### src/rtl/icache_line_fetcher.sv
// icache_line_fetcher: on a line-fill request from the icache, fetches one
// 64-byte line as a single 8-beat AXI4 INCR read burst. The beats land in a
// 512-bit line buffer, and the cache then reads that buffer back one 64-bit
// word at a time. Only one transaction is in flight at any time.
module icache_line_fetcher #(
    parameter logic [3:0] AXI_ID = 4'd0
) (
    input  logic        clk,
    input  logic        rst,
    input  logic        req_i,
    input  logic [63:0] req_addr_i,
    input  logic [8:0]  fifo_idx_i,
    input  logic        fifo_done_i,
    output logic [63:0] data_o,
    output logic        done_o,
    output logic        err_o,
    output logic [3:0]  arid,
    output logic [63:0] araddr,
    output logic [7:0]  arlen,
    output logic [2:0]  arsize,
    output logic [1:0]  arburst,
    output logic        arvalid,
    input  logic        arready,
    input  logic [3:0]  rid,
    input  logic [63:0] rdata,
    input  logic [1:0]  rresp,
    input  logic        rlast,
    input  logic        rvalid,
    output logic        rready
);

    typedef enum logic [1:0] {
        ST_IDLE,
        ST_AR,
        ST_R,
        ST_DONE
    } state_t;

    state_t       state_q, state_d;
    logic [63:0]  araddr_q, araddr_d;
    logic         arvalid_q, arvalid_d;
    logic         rready_q, rready_d;
    logic         done_q, done_d;
    logic         err_q, err_d;
    logic [2:0]   beat_q, beat_d;
    logic [511:0] line_buf_q, line_buf_d;

    // These inputs do not affect behaviour. The low address and index bits
    // only select bytes within a line or within a word, and the interconnect
    // returns exactly one ID.
    logic unused_inputs;
    assign unused_inputs = ^{rid, fifo_done_i, fifo_idx_i[5:0], req_addr_i[5:0]};

    // Next-state logic. It sequences request -> address phase -> data beats
    // -> buffer held for the cache.
    always_comb begin
        state_d    = state_q;
        araddr_d   = araddr_q;
        arvalid_d  = arvalid_q;
        rready_d   = rready_q;
        done_d     = done_q;
        err_d      = err_q;
        beat_d     = beat_q;
        line_buf_d = line_buf_q;
        case (state_q)
            ST_IDLE: begin
                if (req_i) begin
                    araddr_d  = {req_addr_i[63:6], 6'b0};
                    err_d     = 1'b0;
                    beat_d    = 3'd0;
                    arvalid_d = 1'b1;
                    state_d   = ST_AR;
                end
            end
            ST_AR: begin
                if (arvalid_q && arready) begin
                    arvalid_d = 1'b0;
                    rready_d  = 1'b1;
                    state_d   = ST_R;
                end
            end
            ST_R: begin
                if (rvalid && rready_q) begin
                    line_buf_d[{beat_q, 6'b0} +: 64] = rdata;
                    beat_d = beat_q + 3'd1;
                    if (rresp != 2'b00) begin
                        err_d = 1'b1;
                    end
                    if (rlast || (beat_q == 3'd7)) begin
                        rready_d = 1'b0;
                        done_d   = 1'b1;
                        state_d  = ST_DONE;
                        if (!(rlast && (beat_q == 3'd7))) begin
                            err_d = 1'b1;
                        end
                    end
                end
            end
            ST_DONE: begin
                if (!req_i) begin
                    done_d  = 1'b0;
                    state_d = ST_IDLE;
                end
            end
            default: begin
                state_d = ST_IDLE;
            end
        endcase
    end

    // Control and handshake registers, with synchronous reset.
    always_ff @(posedge clk) begin
        if (rst) begin
            state_q   <= ST_IDLE;
            araddr_q  <= 64'd0;
            arvalid_q <= 1'b0;
            rready_q  <= 1'b0;
            done_q    <= 1'b0;
            err_q     <= 1'b0;
            beat_q    <= 3'd0;
        end else begin
            state_q   <= state_d;
            araddr_q  <= araddr_d;
            arvalid_q <= arvalid_d;
            rready_q  <= rready_d;
            done_q    <= done_d;
            err_q     <= err_d;
            beat_q    <= beat_d;
        end
    end

    // The line buffer has no reset. Its contents mean nothing until done_o rises.
    always_ff @(posedge clk) begin
        line_buf_q <= line_buf_d;
    end

    assign data_o  = line_buf_q[{fifo_idx_i[8:6], 6'b0} +: 64];
    assign done_o  = done_q;
    assign err_o   = err_q;
    assign arid    = AXI_ID;
    assign araddr  = araddr_q;
    assign arlen   = 8'd7;
    assign arsize  = 3'b011;
    assign arburst = 2'b01;
    assign arvalid = arvalid_q;
    assign rready  = rready_q;

endmodule
### config.mk
export PLATFORM = sky130hd
export DESIGN_NAME = icache_line_fetcher
export DESIGN_NICKNAME = d
export VERILOG_FILES = /design/src/rtl/icache_line_fetcher.sv
export SDC_FILE = /design/constraint.sdc
export NUM_CORES = 1
export LEC_CHECK = 0
export ABC_AREA = 1
export CELL_PAD_IN_SITES_DETAIL_PLACEMENT = 0
export CELL_PAD_IN_SITES_GLOBAL_PLACEMENT = 1
export CORE_UTILIZATION = 40
export CTS_CLUSTER_SIZE = 28
export DETAILED_ROUTE_END_ITERATION = 8
export GPL_ROUTABILITY_DRIVEN = 0
export HOLD_SLACK_MARGIN = 0.02
export PLACE_DENSITY = 0.77
export SYNTH_ARGS = -nofsm -noshare
export SYNTH_HDL_FRONTEND = slang
export SYNTH_SLANG_ARGS = --single-unit
### constraint.sdc
create_clock -name clk -period 6.3 [get_ports clk]
set_input_delay 1.26 -clock clk [delete_from_list [all_inputs] [get_ports clk]]
set_output_delay 1.26 -clock clk [all_outputs]
set_load 0.005 [all_outputs]
## Word level (Yosys, flattened, before mapping)

Cells that the tools add are included.

| operators by class | value |
|---|---|
| magnitude comparators | 0 |
| add/subtract/negate cells | 2 |
| div/mod/pow operators | 0 |
| mux-type cells | 27 |
| equality and inequality tests | 9 |
| shift-type cells | 3 |
| bitwise operators | 0 |
| reduce and logical (&&, ||, !) cells | 17 |
| multiply operators | 0 |

Operators with widths:

| operator | number |
|---|---|
| 512-bit bitwise mux | 1 |
| 64-bit by 11-bit variable shift with 512-bit output, first input constant | 1 |
| 512-bit by 10-bit variable part select with 64-bit output | 1 |
| 64-bit by 11-bit variable part select with 512-bit output | 1 |
| 1-bit two-way mux | 13 |
| 9-bit negation with 11-bit output | 1 |
| 2-bit two-way mux | 5 |
| 2-bit inequality test, second input constant | 5 |
| 2-bit nonzero test | 5 |
| 1-bit case mux with 2 select lines | 4 |
| 2-bit case mux with 4 select lines | 1 |
| 4-bit AND reduction | 2 |
| 3-bit two-way mux | 2 |
| 3-bit case mux with 2 select lines | 1 |
| 3-bit AND reduction | 2 |
| 5-bit AND reduction | 1 |
| 2-bit == test, second input constant | 2 |
| 2-bit AND reduction | 2 |
| 3-bit by 1-bit adder with 3-bit output, second input constant | 1 |
| 3-bit == test, second input constant | 1 |
| 1-bit logical AND | 3 |
| 2-bit by 1-bit == test with 1-bit output, second input constant | 1 |
| 2-bit logical NOT | 1 |
| 1-bit logical OR | 1 |

| storage, ports and cells | value |
|---|---|
| latch bits | 0 |
| logic and storage cells | 66 |
| ROM bits | 0 |
| memory bits (writable) | 0 |
| bits in registers | 579 |
| memories kept | 0 |

## Logic depth before layout (Yosys ltp)

Gate-level depths: netlist (run 1).

| depth | value |
|---|---|
| depth after elaboration | 6 |
| depth in mapped cells | 11 |
| depth with buffers taken out | 9 |

## Worst setup path before layout (run 1)

No wires, ideal clock.

| timing path | value |
|---|---|
| path type | input-to-reg |
| start | input rvalid |
| end | register line_buf_q[100], enable pin |
| arrival | 6.025 ns |
| path slack | -0.289 ns |
| stages on the path | 4 |
| path buffers | 0 |
| cell sequence | nand2_1 > nor2_1 > clkinv_1 > nor3_1 |

| on the way | value |
|---|---|
| word-level cells in the longest chain between the ends | 2 |

Ends and longest elaborated chain:

| item | RTL line | text |
|---|---|---|
| start: declaration | 28 | `input logic rvalid,` |
| 1-bit logical AND | 83 | `if (rvalid && rready_q) begin` |
| 2-bit AND reduction (no source line) | -- |  |
| end signal: assignment | 134 | `line_buf_q <= line_buf_d;` |
| end: declaration | 46 | `logic [511:0] line_buf_q, line_buf_d;` |

Every way passes these cells.
A chain may end at the register's enable or synchronous reset.

## Final worst setup path (run 1)

| timing path | value |
|---|---|
| start | input fifo_idx_i[6] |
| end | output data_o[20] |

| on the way | value |
|---|---|
| word-level cells in the longest chain between the ends | 1 |

Ends and longest elaborated chain:

| item | RTL line | text |
|---|---|---|
| start: declaration | 12 | `input logic [8:0] fifo_idx_i,` |
| 512-bit by 10-bit variable part select with 64-bit output | 137 | `assign data_o = line_buf_q[{fifo_idx_i[8:6], 6'b0} +: 64];` |
| end: declaration | 14 | `output logic [63:0] data_o,` |

Every way passes these cells.

==> results.md, run 1 <==
Pwr:
- The clock network fraction of total power is 0.357.
- The design draws 10.5 mW.
- The relative contribution of combinational cells to total power is 0.220.
- The net switching power figure is 3.26 mW.
- The cell-internal power is 7.20 mW.
- The worst vdd rail ir drop is 0.320 mV.
- For this design the static power due to leakage is 10.4 nW.
- Of the total power, the share spent switching nets is 0.312.
- The sequential share of power is 0.423.
- In this run the power density over the cells is 333 mW/mm^2.

Synthesis:
- After synthesis, the cell types taking the most area are edfxtp_1 (58%), nor2_1 (12%), o21ai_0 (5.9%), nand2_1 (5.4%), dfxtp_1 (5.1%).
- After synthesis the cells add up to 0.0263 mm^2.
- The netlist uses 31 different library cells.
- The cell with the most instances after synthesis is nor2_1.
- The post-synthesis async set-or-reset flop share is 0.
- For this run, the register share of the synthesized area comes to 0.636.
- The warning count from the yosys run is 0.
- In this run, synthesis produced a sequential element count of approximately 580.
- Of the post-synthesis cell area, the dominant cell type holds 0.585.
- In the synthesized netlist, the cells that appear most often are nor2_1 (824), edfxtp_1 (512), nand2_1 (380).
- The number of enable flip-flop cells after synthesis is 512.
- The cell accounting for the most synthesized area is edfxtp_1.
- The most used flip-flop cell after synthesis is edfxtp_1.
- Each instance of the synthesized netlist takes up on average 9.83 um^2.
- The count of mapped cells out of synthesis is 2674.

Critical path:
- The maximum cell stage delay along the critical path is 690 ps.
- The signal on the critical path passes through buf_6, inv_6, buf_4, o21ai_0, o22ai_1, nand2_1, nand2_1, clkdlybuf4s50_1.
- The kind of capture point of the worst setup path is a primary output.
- Of all nets on the critical path, the largest fanout is roughly 120.
- The start-to-end type of the worst setup path is input pin to primary output.
- The cell occurring most often along the worst timing path is nand2_1.
- Data on the critical path is required at its endpoint by 5040 ps.
- The category of the worst setup path launch point is an input pin.
- Counting both buffers and inverters, the worst setup path holds a total of 4.
- At the worst endpoint, the arrival time is 3660 ps.
- The highest-delay cell along the critical path is inv_6.
- Among cell families on the critical path, the largest total delay comes from buffers and inverters.

Place:
- The post-place setup slack is 1430 ps.
- After detailed placement, the design holds a cell count of 3636.
- The HPWL after detailed placement is 42.2 mm.
- The number of port buffers is 258.

Timing:
- The routed design could run at a clock period as short as 4920 ps.
- Based on the critical path, the design can be clocked at up to 203 MHz.
- The accumulated negative setup slack is 0 ps.
- The count of final max-slew check failures is 0.
- Clock skew on the completed layout was measured at 18.1 ps.
- The slew of the pin with the lowest slew margin is 1130 ps.
- The final period utilization is 0.781.
- The worst slew margin relative to its limit is 0.248.
- The worst path setup slack after routing is 1380 ps.
- The number of endpoints with negative hold slack in the final report is 0.
- The worst hold-check slack is 471 ps.
- Setup violations remaining at the end of the flow were counted as 0.
- Setup repair after global routing left no endpoint under its margin.

Cells and area:
- Of the cells placed in the final design, the portion with a size suffix greater than 1 is 0.0735.
- Counting the fill cells in the layout gives 5946.
- The area growth from synthesis to layout is 19.5%.
- The total number of nets in the final design is roughly 3000.
- Across the whole layout, storage elements account for 0.0167 mm^2.
- For this run, the number of standard cells in the final layout without fillers is 3756.
- Summing all multi-input logic gate instances after layout gives ~0.008 mm^2.

Clock tree:
- After clock tree synthesis, the repair step resized 0 gates.
- In this run the clock root is driven by a clkbuf_16.
- The clock tree synthesis step divided the H-tree into 3 levels.
- The number of buffers on the longest clock path is 3.
- The number of hold buffers added after cts is 0.
- The clock reaches the later pin of the worst-skew pair after between 600 and 700 ps.
- The clock buffer count from CTS is 66.
- The number of setup buffers added after CTS is 0.
- Clock-pin slew was measured on the worst setup and hold paths at 60 ps.
- The clock tree from TritonCTS is done.
- The total number of clock tree sinks is 579.

Min path:
- The min-delay analysis places its worst path in the category flop to flop.

Floorplan:
- For this configuration, the core starts out at a cell density of 0.406.
- The area of the placeable core is roughly 0.065 mm^2.
- The overall die height is roughly 260 um.
- The floorplan step defined a die boundary enclosing approximately 0.067 mm^2.
- The number of ports placed on the die boundary is 299.
- Row generation in the floorplan step produced 93 rows.
- The width of the die is roughly 260 um.

Detailed routing:
- The detailed-route wire length is 79.1 mm.
- The detailed router's first-iteration violation count is 1744.
- The final routed DRC violation total is 0.
- The first TritonRoute pass finished after 5 iterations.
- The number of vias after detailed routing is 20200.
- The post-detailed-route count of antenna-violating nets is 0.
- After detailed routing, the number of vias per cell comes to 5.38.
- The routed length per instance is 21.1 um.

Global route:
- The largest net degree at the start of global routing is 133.
- The via count of the first global-routing pass is 20500.
- The total global routing overflow is 0.
- The overall track demand over capacity in global routing is 0.236.
- The initial antenna violation count came to 6.
- The first global-routing pass estimated between 100 and 150 mm of wire.

Status:
- The run finished with clean final reports.

Flow run:
- Across the run, the number of max-cap violations was 0.
-- power by group through the flow --
stage,clock network (mW),logic (mW),registers [mW]
after global placement,0,2.24,4.50
after global routing,3.93,2.50,4.44
after detailed placement,0,2.28,4.51
after floorplan,0,1.30,4.51
final,3.74,2.30,4.43
after CTS,3.80,2.29,4.43
-- per-layer routing --
layer	share of wire	GRT usage	up-vias	wire length, um
li1	-	-	9312	-
met1	0.39	0.296	9714	30800
met2	0.48	0.400	1005	38000
met3	0.10	0.0546	159	8210
met4	0.026	0.0794	6	2070
met5	0.00046	0	-	36
-- stage by stage --
step / utilization / area [um^2]
global route: 0.486 / 31400
floorplan: - / 26400
global placement: 0.453 / 29300
finish: 0.486 / 31400
CTS: 0.486 / 31400
detailed placement: 0.453 / 29300
-- area by class of cell --
cell class                      count  share of cell area
Timing Repair Buffer              301              0.0963
Tap cell                          855              0.0340
Sequential cell                   579               0.532
Clock buffer                       89              0.0569
Clock inverter                     28             0.00900
Multi-Input combinational cell   1802               0.259
Inverter                           99              0.0123
Antenna cell                        3            0.000239
-- path summary, 6_finish.rpt --
path	start	to	slack, ps	cells past startpoint
min	done_o	done_o	470	2
max	fifo_idx_i[6]	data_o[20]	1380	8
min reg2reg	done_o	done_o	470	2
max reg2reg	beat_q[1]	line_buf_q[299]	2380	8
-- placed cells by master (no fill, tap or decap), types with 2 or more instances in the layout --
master | netlist | routed
nor2_1 | 824 | 821
edfxtp_1 | 512 | 512
nand2_1 | 380 | 377
o21ai_0 | 308 | 308
clkdlybuf4s50_1 | 0 | 255
o22ai_1 | 128 | 128
inv_1 | 94 | 91
clkbuf_16 | 0 | 68
dfxtp_1 | 67 | 66
nor2_4 | 46 | 49
nor3_1 | 46 | 40
buf_4 | 29 | 35
conb_1 | 2 | 23
clkbuf_1 | 86 | 18
o21ai_1 | 10 | 10
clkinv_2 | 0 | 10
ha_1 | 11 | 10
buf_12 | 4 | 10
nand3_1 | 9 | 9
clkinv_1 | 1 | 8
nor3_2 | 0 | 6
a21oi_1 | 6 | 6
nor2_2 | 5 | 5
inv_4 | 2 | 4
bufinv_16 | 0 | 4
diode_2 | 0 | 3
nand2_4 | 0 | 3
inv_6 | 0 | 3
clkinv_8 | 0 | 3
nand4_1 | 2 | 2
clkinv_4 | 0 | 2
clkbuf_4 | 0 | 2
-- worst register-to-register path, cell delays in order, from the launching register on --
cell and delay, ps:
dfxtp_1 370, inv_1 120, ha_1 240, ha_4 760, nand2_4 500, nor2_2 300
nand2_4 200, nor2_4 580, buf_4 490
-- logic make-up after synthesis --
family | after synthesis | share of synthesized area
AND/OR/NAND/NOR | 1316 | 0.206
flip-flops | 579 | 0.636
AO/OA/AOI/OAI | 452 | 0.0922
buffers and inverters | 314 | 0.0608
adder cells (fa/ha/maj) | 11 | 0.00524
other | 2 | 0.000286
-- registers in the layout, indices dropped and copies added (netlist names) --
signal      count
line_buf_q    512
araddr         58
beat_q          3
state_q         2
arvalid         1
done_o          1
err_o           1
rready          1
(Power assumes the default switching activity.)
==> run 2: changes to the inputs <==
--- a/config.mk
+++ b/config.mk
@@ -8,12 +8,12 @@
 export ABC_AREA = 1
 export CELL_PAD_IN_SITES_DETAIL_PLACEMENT = 0
 export CELL_PAD_IN_SITES_GLOBAL_PLACEMENT = 1
-export CORE_UTILIZATION = 40
+export CORE_UTILIZATION = 44
 export CTS_CLUSTER_SIZE = 28
 export DETAILED_ROUTE_END_ITERATION = 8
 export GPL_ROUTABILITY_DRIVEN = 0
 export HOLD_SLACK_MARGIN = 0.02
-export PLACE_DENSITY = 0.77
+export PLACE_DENSITY = 0.8
 export SYNTH_ARGS = -nofsm -noshare
 export SYNTH_HDL_FRONTEND = slang
 export SYNTH_SLANG_ARGS = --single-unit
==> constraint.sdc (replaced) <==
create_clock -name clk -period 5.09 [get_ports clk]
set_input_delay 1.018 -clock clk [delete_from_list [all_inputs] [get_ports clk]]
set_output_delay 1.018 -clock clk [all_outputs]
set_load 0.005 [all_outputs]
==> run 2 against run 1 <==
Net effect:
- via count fell by 0.52%
- non-clock buffer count increased by 1
- sequential share of layout area is 0.57 points higher
- hold slack lost 28 ps
- register-to-register slack got worse by 1000 ps
- critical path depth decreased by 1
- first-iteration DRC count rose by 11%
- clock power up 7.0%
- sequential cell count unchanged
==> results.md, run 2 (same netlist as run 1, synthesis figures left out) <==
Cells and area:
- The post-route non-filler standard cell count was 3665 (was 3756).
- The total number of nets in the final design is 3004 (was 3010).
- The register with the most flip-flops is line_buf_q (unchanged).
- The most common library cell in the layout ignoring fill and taps is nor2_1 (unchanged).
- The number of flip-flops under the largest register name is 512 (unchanged).
- The final antenna diode count came to 0 (was 3).
- The layout overhead on the synthesized area is 18.3% (was 19.5%).
- The utilization after layout is 0.527 (was 0.486).
- The share of layout cells above drive strength 1 is 0.0692 (was 0.0735).
- Most frequent cells in the layout: nor2_1 (821), edfxtp_1 (512), nand2_1 (376), o21ai_0 (308), clkdlybuf4s50_1 (255) (was nor2_1 (821), edfxtp_1 (512), nand2_1 (377), o21ai_0 (308), clkdlybuf4s50_1 (255)).

Clock tree:
- The buffer cell driving the clock tree root is clkbuf_16 (unchanged).
- The number of buffers on the longest clock path came to 3 (unchanged).
- The number of setup buffers added after CTS is 0 (unchanged).
- The CTS clock-pin slew for the worst setup and hold paths came to 50 ps (was 60 ps).
- The clock latency on the worst-skew pair came to 630 ps (was 620 ps).
- The number of hold buffers added after cts came to 0 (unchanged).
- The total number of clock tree sinks is 579 (unchanged).
- The clock buffer count from CTS is 59 (was 66).
- The post-cts repair resize count was 0 (unchanged).
- The maximum level of the CTS H-tree was 2 (was 3).
- The clock tree from TritonCTS is done (unchanged).

Floorplan:
- The area of the placeable core was 0.0590 mm^2 (was 0.0647 mm^2).
- The initial standard-cell utilization of the core is 0.445 (was 0.406).
- The number of ports placed on the die boundary came to 299 (unchanged).
- The floorplan row count is 89 (was 93).
- The area of the die was 0.0607 mm^2 (was 0.0667 mm^2).
- The width of the die was 246 um (was 258 um).
- The overall die height was 246 um (was 258 um).

Flow run:
- The max-cap violation count is 0 (unchanged).

Detailed routing:
- The number of vias after detailed routing was 20100 (was 20200).
- The number of detailed-route iterations in the first pass came to 5 (unchanged).
- The final routed DRC violation total is 0 (unchanged).
- The post-detailed-route count of antenna-violating nets is 0 (unchanged).
- The vias per cell came to 5.48 (was 5.38).
- The detailed-route wire length came to 76.2 mm (was 79.1 mm).
- The routed length per instance is 20.8 um (was 21.1 um).
- The detailed router's first-iteration violation count came to 1940 (was 1744).

Global route:
- The via count of the first global-routing pass is 19500 (was 20500).
- The global-route wire length before repair came to 113 mm (was 119 mm).
- The initial antenna violation count was 5 (was 6).
- The total global routing overflow is 0 (unchanged).
- The largest net degree at the start of global routing was 145 (was 133).
- The overall track demand over capacity in global routing is 0.250 (was 0.236).

Timing:
- The number of endpoints with negative hold slack in the final report is 0 (unchanged).
- The count of final max-slew check failures is 0 (unchanged).
- RSZ-0062 raised after global routing: false (unchanged).
- The accumulated negative setup slack was 0 ps (unchanged).
- The clock period could shrink to 4240 ps.
- The final number of setup-violating endpoints is 0 (unchanged).
- The final worst clock skew is 25.1 ps (was 18.1 ps).
- The slew of the pin with the lowest slew margin was 1090 ps (was 1130 ps).
- The final period utilization is 0.833.
- The worst slew margin relative to its limit is 0.272 (was 0.248).
- Timing would allow up to 236 MHz.

Critical path:
- The start-to-end type of the worst setup path is input pin to primary output (unchanged).
- The category of the worst setup path launch point was an input pin (unchanged).
- The data required time at the worst endpoint is 4070 ps (was 5040 ps).
- The maximum cell stage delay along the critical path came to 620 ps (was 690 ps).
- The arrival time at the worst endpoint came to 3220 ps (was 3660 ps).
- The cell occurring most often along the worst timing path is nand2_1 (unchanged).
- The highest-delay cell along the critical path was buf_4 (was inv_6).
- The launch instance of the worst register-to-register path is beat_q[1] (unchanged).
- Ordered list of cells on the worst path: clkbuf_8, buf_4, o21ai_0, o22ai_1, nand2_1, nand2_1, clkdlybuf4s50_1 (was buf_6, inv_6, buf_4, o21ai_0, o22ai_1, nand2_1, nand2_1, clkdlybuf4s50_1).
- The kind of capture point of the worst setup path is a primary output (unchanged).
- The start point of the critical path is fifo_idx_i[6] (unchanged).
- The register-to-register setup slack is 1360 ps (was 2380 ps).
- The largest fanout of any net on the critical path is 67 (was 119).

Place:
- The count of placed standard cells including taps was 3555 (was 3636).
- The number of port buffers came to 258 (unchanged).
- The detailed placer's ending HPWL is 40.8 mm (was 42.2 mm).

Min path:
- The worst min-delay path category is flop to flop (unchanged).
- The startpoint of the lowest-slack hold path is done_o (unchanged).

Pwr:
- The total power density per cell area is 396 mW/mm^2 (was 333 mW/mm^2).
- The worst vdd rail ir drop is 0.342 mV (was 0.320 mV).
- The leakage power figure is 10.3 nW (was 10.4 nW).

Status:
- Run status: finished, final reports clean (unchanged).
==> run 2: cell types whose count changed in the layout (fill, tap and decap cells not counted), sizes merged <==
cell,change
clkinv,+8
clkinvlp,+1
inv,-1
bufinv,-3
diode,-3
clkbuf,-11
==> run 2: layout make-up <==
type / count / area [um^2]
Sequential cell: 579 / 16700
Tap cell: 773 / 967
Multi-Input combinational cell: 1802 / 8160
Clock inverter: 33 / 189
Inverter: 99 / 388
Fill cell: 5234 / 27900
Clock buffer: 77 / 1570
Timing Repair Buffer: 302 / 3100
==> run 2: worst paths after layout <==
check                                        to  depth (start not counted)
worst max-delay path                  data_o[8]                          7
worst min-delay path                     done_o                          2
worst max register to register  line_buf_q[431]                          8
worst min register to register           done_o                          2
==> run 2: stage by stage <==
stage	instance area (um^2)	hold WS, ps	setup WS [ps]	total power [mW]
floorplan	26400	437	-1370	7.19
global placement	29300	435	887	8.36
detailed placement	29300	439	870	8.40
CTS	31100	450	861	12.4
global route	31100	487	677	12.8
finish	31100	443	848	12.3
==> run 2: power breakdown <==
group / switching (mW) / leakage (nW) / total (mW) / internal (mW)
Combinational: 2.00 / 4.73 / 2.84 / 0.835
Clock: 1.80 / 0.855 / 4.00 / 2.21
Sequential: 0.0844 / 4.76 / 5.48 / 5.39
==> run 2: routing by layer <==
metal  routed length [um]  share of wire  up-vias  track usage
met5                   71        0.00093        -            0
met4                 1570          0.021       10       0.0712
met3                 7720           0.10      122       0.0552
met2                36800           0.48      919        0.423
met1                30100           0.39     9717        0.320
li1                     -              -     9322            -
==> run 2: critical path: cells and delay by family <==
family          cells  cell delay (ps)
compound gates      2              410
buf+inv             3             1490
simple gates        2              280
